[src/rtl/aes_pkg.sv]
// Shared AES definitions: block geometry, control state encoding and the
// GF(2^8) arithmetic behind the S-box.
package aes_pkg;

   localparam int AES_BLOCK_W   = 128;
   localparam int AES_BYTE_W    = 8;
   localparam int AES_NUM_BYTES = 16;

   localparam logic [7:0] AES_AFFINE_C     = 8'h63;
   localparam logic [7:0] AES_INV_AFFINE_C = 8'h05;
   localparam logic [7:0] AES_POLY_LOW     = 8'h1b;

   typedef enum logic [1:0] {
      ST_IDLE = 2'b00,
      ST_BUSY = 2'b01,
      ST_DONE = 2'b10
   } aes_state_e;

   function automatic logic [7:0] gf_xtime(input logic [7:0] a);
      return {a[6:0], 1'b0} ^ (a[7] ? AES_POLY_LOW : 8'h00);
   endfunction

   function automatic logic [7:0] gf_mul(input logic [7:0] a, input logic [7:0] b);
      logic [7:0] p;
      logic [7:0] t;
      p = 8'h00;
      t = a;
      for (int i = 0; i < 8; i++) begin
         p = p ^ (t & {8{b[i]}});
         t = gf_xtime(t);
      end
      return p;
   endfunction

   // a^254 is the multiplicative inverse for a != 0 and maps 0 to 0
   function automatic logic [7:0] gf_inv(input logic [7:0] a);
      logic [7:0] r;
      logic [7:0] t;
      r = 8'h01;
      t = a;
      for (int i = 1; i < 8; i++) begin
         t = gf_mul(t, t);
         r = gf_mul(r, t);
      end
      return r;
   endfunction

   function automatic logic [7:0] rotl8(input logic [7:0] x, input int n);
      return (x << n) | (x >> (8 - n));
   endfunction

   function automatic logic [7:0] aes_affine(input logic [7:0] x);
      return x ^ rotl8(x, 1) ^ rotl8(x, 2) ^ rotl8(x, 3) ^ rotl8(x, 4) ^ AES_AFFINE_C;
   endfunction

   function automatic logic [7:0] aes_inv_affine(input logic [7:0] s);
      return rotl8(s, 1) ^ rotl8(s, 3) ^ rotl8(s, 6) ^ AES_INV_AFFINE_C;
   endfunction

endpackage

[src/rtl/aes_sbox.sv]
// Combinational AES byte substitution; i_inv selects the inverse S-box.
// Both directions share one field inverter.
module aes_sbox
   import aes_pkg::*;
(
   input  logic       i_inv,
   input  logic [7:0] i_data,
   output logic [7:0] o_data
);

   logic [7:0] pre_s;
   logic [7:0] ginv_s;

   // Forward: affine(inv(x)); inverse: inv(inv_affine(x))
   always_comb begin
      pre_s  = 8'h00;
      ginv_s = 8'h00;
      o_data = 8'h00;
      if (i_inv) begin
         pre_s = aes_inv_affine(i_data);
      end else begin
         pre_s = i_data;
      end
      ginv_s = gf_inv(pre_s);
      if (i_inv) begin
         o_data = ginv_s;
      end else begin
         o_data = aes_affine(ginv_s);
      end
   end

endmodule

[src/rtl/subbytes_iter.sv]
// Iterative AES SubBytes: substitutes SBOX_LANES bytes of the held state per
// cycle and presents the finished state through a valid/ready handshake.
module subbytes_iter
   import aes_pkg::*;
#(
   parameter int SBOX_LANES  = 4,
   parameter int BLOCK_WIDTH = 128
) (
   input  logic                   i_clk,
   input  logic                   i_rst_n,
   input  logic                   i_valid,
   output logic                   o_ready,
   input  logic                   i_inv,
   input  logic [AES_BLOCK_W-1:0] i_data,
   output logic                   o_valid,
   input  logic                   i_ready,
   output logic [AES_BLOCK_W-1:0] o_data,
   input  logic                   i_flush,
   output logic                   o_busy
);

   localparam int BEATS = AES_NUM_BYTES / SBOX_LANES;
   localparam int CNT_W = (BEATS > 1) ? $clog2(BEATS) : 1;
   localparam logic [CNT_W-1:0] LAST_BEAT = CNT_W'(BEATS - 1);

   generate
      if (BLOCK_WIDTH != AES_BLOCK_W) begin : g_bad_width
         $error("subbytes_iter: BLOCK_WIDTH must be 128");
      end
      if (SBOX_LANES != 1 && SBOX_LANES != 2 && SBOX_LANES != 4 &&
          SBOX_LANES != 8 && SBOX_LANES != 16) begin : g_bad_lanes
         $error("subbytes_iter: SBOX_LANES must be 1, 2, 4, 8 or 16");
      end
   endgenerate

   aes_state_e             state_r;
   logic [CNT_W-1:0]       beat_r;
   logic                   inv_r;
   logic [AES_BLOCK_W-1:0] data_r;
   logic [AES_BLOCK_W-1:0] out_r;
   logic                   valid_r;
   logic                   ready_r;
   logic                   busy_r;

   logic [3:0]             lane_idx_s [SBOX_LANES];
   logic [7:0]             lane_in_s  [SBOX_LANES];
   logic [7:0]             lane_out_s [SBOX_LANES];
   logic [AES_BLOCK_W-1:0] next_data_s;

   // Lane j of beat b works on byte b*SBOX_LANES+j of the held state
   generate
      for (genvar j = 0; j < SBOX_LANES; j++) begin : g_lane
         assign lane_idx_s[j] = 4'(int'(beat_r) * SBOX_LANES + j);
         assign lane_in_s[j]  = data_r[{lane_idx_s[j], 3'b000} +: AES_BYTE_W];

         aes_sbox u_sbox (
            .i_inv  (inv_r),
            .i_data (lane_in_s[j]),
            .o_data (lane_out_s[j])
         );
      end
   endgenerate

   // Held state with the current beat's bytes replaced
   always_comb begin
      next_data_s = data_r;
      for (int j = 0; j < SBOX_LANES; j++) begin
         next_data_s[{lane_idx_s[j], 3'b000} +: AES_BYTE_W] = lane_out_s[j];
      end
   end

   // Control FSM with the held state, result register and status outputs
   always_ff @(posedge i_clk or negedge i_rst_n) begin
      if (!i_rst_n) begin
         state_r <= ST_IDLE;
         beat_r  <= '0;
         inv_r   <= 1'b0;
         data_r  <= '0;
         out_r   <= '0;
         valid_r <= 1'b0;
         ready_r <= 1'b1;
         busy_r  <= 1'b0;
      end else if (i_flush) begin
         // Abort leaves the last published result in place
         state_r <= ST_IDLE;
         beat_r  <= '0;
         valid_r <= 1'b0;
         ready_r <= 1'b1;
         busy_r  <= 1'b0;
      end else begin
         case (state_r)
            ST_IDLE: begin
               if (i_valid) begin
                  data_r  <= i_data;
                  inv_r   <= i_inv;
                  beat_r  <= '0;
                  state_r <= ST_BUSY;
                  ready_r <= 1'b0;
                  busy_r  <= 1'b1;
               end else begin
                  ready_r <= 1'b1;
               end
            end
            ST_BUSY: begin
               data_r <= next_data_s;
               if (beat_r == LAST_BEAT) begin
                  out_r   <= next_data_s;
                  beat_r  <= '0;
                  state_r <= ST_DONE;
                  valid_r <= 1'b1;
                  busy_r  <= 1'b0;
               end else begin
                  beat_r <= beat_r + CNT_W'(1);
               end
            end
            ST_DONE: begin
               if (i_ready) begin
                  state_r <= ST_IDLE;
                  valid_r <= 1'b0;
                  ready_r <= 1'b1;
               end else begin
                  valid_r <= 1'b1;
               end
            end
            default: begin
               state_r <= ST_IDLE;
               beat_r  <= '0;
               valid_r <= 1'b0;
               ready_r <= 1'b1;
               busy_r  <= 1'b0;
            end
         endcase
      end
   end

   assign o_ready = ready_r;
   assign o_valid = valid_r;
   assign o_busy  = busy_r;
   assign o_data  = out_r;

endmodule

[config.mk]
export PLATFORM = sky130hd
export DESIGN_NAME = subbytes_iter
export DESIGN_NICKNAME = d
export VERILOG_FILES = /design/src/rtl/aes_pkg.sv /design/src/rtl/aes_sbox.sv /design/src/rtl/subbytes_iter.sv
export SDC_FILE = /design/constraint.sdc
export NUM_CORES = 2
export LEC_CHECK = 0
export CORE_ASPECT_RATIO = 1.25
export CORE_UTILIZATION = 40
export DETAILED_ROUTE_END_ITERATION = 6
export DONT_BUFFER_PORTS = 1
export MAX_ROUTING_LAYER = met4
export SETUP_SLACK_MARGIN = 0.3
export SLEW_MARGIN = 20
export SYNTH_ARGS = -nofsm -noshare
export SYNTH_HDL_FRONTEND = slang
export SYNTH_SLANG_ARGS = --single-unit
export TNS_END_PERCENT = 5
[constraint.sdc]
create_clock -name i_clk -period 28.3 [get_ports i_clk]
set_input_delay 5.66 -clock i_clk [delete_from_list [all_inputs] [get_ports i_clk]]
set_output_delay 5.66 -clock i_clk [all_outputs]
set_load 0.02 [all_outputs]
==> results.toml <==
[status]
status = "finished clean"

[place]
io_buffers = 0
finalWeightedCongestion = 0.988
hpwl_um = 198000
post-place-ws_ns = 2.84

[synthesis]
synth_area_per_cell_sq_um = 8.01
synth_top_family_by_area = "XOR/XNOR gates"
synth_fp_nets = 10400
synth_compound_area_frac = 0.150
netlist_instances = 9946
yosys-top-cells-area = "xnor2_1, xnor3_1, dfrtp_1"
synth.area.mux_share = 0.0403
yosys-top-cells-count = "xnor2_1, nor2_1, nand2_1"
ys_seq_area_frac = 0.0830
async_flop_share = 1.00
synthFlopType = "dfrtp_1"
synthDistinctLibCells = 129
synth_xor_area_frac = 0.454
yosysMostFrequentCell = "xnor2_1"
synth_adder_area_share = 0.0438
synth_edf_count = 0
synth_simple_gate_area_frac = 0.174
yosysTopAreaCellShare = 0.197
synth-seq-cells = 264
netlist_area_sq_um = 79600
yosysWarnings = 0
synth_top_area_cell = "xnor2_1"

[worst_setup_path]
cp-end-kind = "flop"
cp_common_cell = "xnor2_1"
cp.arrival_ns = 26.37
max_stage_delay_ns = 1.09
crit_type = "reg2reg"
r2r_slack_ns = 2.33
critical_path_required_ns = 28.70
startpoint_type = "flop"
path_max_fanout = 45
cpMaxStageDelayCell = "dfrtp_4"

[routing]
first_pass_iters = 6
wl_per_cell_um = 21.5
drc_errors = 0
wl_um = 263000
ant_nets = 0
num_vias = 69800
vias_per_cell = 5.72
detail_route.iter0.violations = 6059

[global_route]
antenna_found_initial = 35
grt_max_degree = 265
first_global_vias = 68000
grt_usage = 0.258
gr-total-overflow = 0
grt_pass1_wl_um = 406000

[sta]
clock_skew_ns = 0.0352
fmax_mhz = 38.5
setup_violations = 0
fin_crit_ns = 25.97
hold_viol_final = 0
slew_violations = 0
rsz0062_at_grt = "false"
period_share = 0.918
worstMarginPinSlew_ns = 1.12
slew_headroom = 0.250
hold_ws_ns = 0.493
setup-tns-final_ns = 0
setup_ws_ns = 2.33

[job]
drv_cap = 0

[clock_network]
cts_tree = "yes"
ctsHoldBuffers = 0
clkTransAtPathRegs_ns = 0.07
clockRootBuffer = "clkbuf_16"
clk_latency_ns = 0.58
post_cts_buffers = 0
cts_buffers = 35
cts_buffer_depth = 3
clock_sinks = 264
cts_resized = 0
htreeDepth = 2

[floorplanning]
rows = 182
pin_count = 265
dieArea_sq_um = 201000
die_h_um = 501
die_width_um = 401
initial_core_util = 0.404
fp.coreArea_sq_um = 197000

[finish]
drive_gt1_frac = 0.0749
finalNetCount = 9975
syn2layout_area_growth_pct = 4.45

[min_path]
hp-class = "reg2reg"
==> critical path, delay by kind of cell (launching register included) <==
| family | cells | cell delay, ns |
|---|---|---|
| buffers and inverters | 13 | 2.83 |
| AO/OA/AOI/OAI | 10 | 3.07 |
| XOR/XNOR | 33 | 8.50 |
| multiplexers | 2 | 1.17 |
| adder cells (fa/ha/maj) | 12 | 5.66 |
| AND/OR/NAND/NOR | 14 | 3.38 |
| flip-flops | 1 | 1.09 |
==> through the flow <==
| step | instance area, sq um | utilization | cells |
|---|---|---|---|
| 3_5_place_dp | 82000 | 0.416 | 12100 |
| 2_1_floorplan | 79600 | - | 9946 |
| 4_1_cts | 83100 | 0.421 | 12200 |
| 3_3_place_gp | 81900 | 0.416 | 12100 |
| 5_1_grt | 83200 | 0.422 | 12200 |
| 6_report | 83200 | 0.422 | 12200 |
==> placed cells by master (no fill, tap or decap), drive strengths merged, types with 24 or more instances in the layout <==
cell,Yosys,layout
xnor2,1888,1888
nor2,1533,1533
nand2,926,926
xor2,585,585
o21ai,510,510
xnor3,479,479
a21oi,417,417
inv,331,335
ha,279,279
dfrtp,263,263
buf,265,231
nor3,190,190
mux2i,180,180
nand3,145,145
o22ai,115,115
a22oi,105,105
xor3,103,103
a21o,89,89
a211oi,78,78
nand2b,68,68
o211ai,64,64
nor2b,63,63
and2,59,59
and3,53,53
a31oi,50,50
clkbuf,382,49
mux2,48,48
clkinv,35,43
or3,40,40
a221oi,38,38
nand4,35,35
mux4,34,34
o21a,32,32
diode,0,31
a211o,29,29
o221ai,27,27
nor3b,25,25
nor4,25,25
a22o,24,24
==> routing by layer <==
metal  GRT usage  vias to the layer above  share of wire
met5           -                        -              0
met3      0.0615                      451          0.091
li1            -                    33000              -
met2       0.419                     2527           0.46
met1       0.318                    33800           0.42
met4      0.0730                        0          0.030
==> final cells by class <==
type                            instances  area, sq um
Clock buffer                           49          990
Multi-Input combinational cell       8664        69000
Fill cell                           19800       114000
Antenna cell                           31         77.6
Inverter                              366         1380
Sequential cell                       264         6620
Tap cell                             2576         3220
Timing Repair Buffer                  231         1750
Clock inverter                         14          131
==> sequential cells by signal, indices dropped and copies added, names as in the netlist <==
register	cells
data_r	128
o_busy	1
o_ready	1
beat_r	2
state_r	2
o_data	128
o_valid	1
inv_r	1
==> cells by family after synthesis <==
logic type	Yosys count
xor+xnor	3055
fa+ha+maj	279
mux	262
compound gates	1834
simple gates	3234
flops	264
buf+inv	1018
==> worst paths after layout <==
path | from | to | cells past startpoint
max | beat_r[0] | data_r[52] | 84
max in group asynchronous | i_rst_n | data_r[17] | 0
min in group asynchronous | i_rst_n | o_data[24] | 0
min reg2reg | data_r[112] | data_r[112] | 2
max reg2reg | beat_r[0] | data_r[52] | 84
min | data_r[112] | data_r[112] | 2
Power is not shown: default switching activity piles up to over one toggle a cycle in this logic, so the estimate is an artifact.
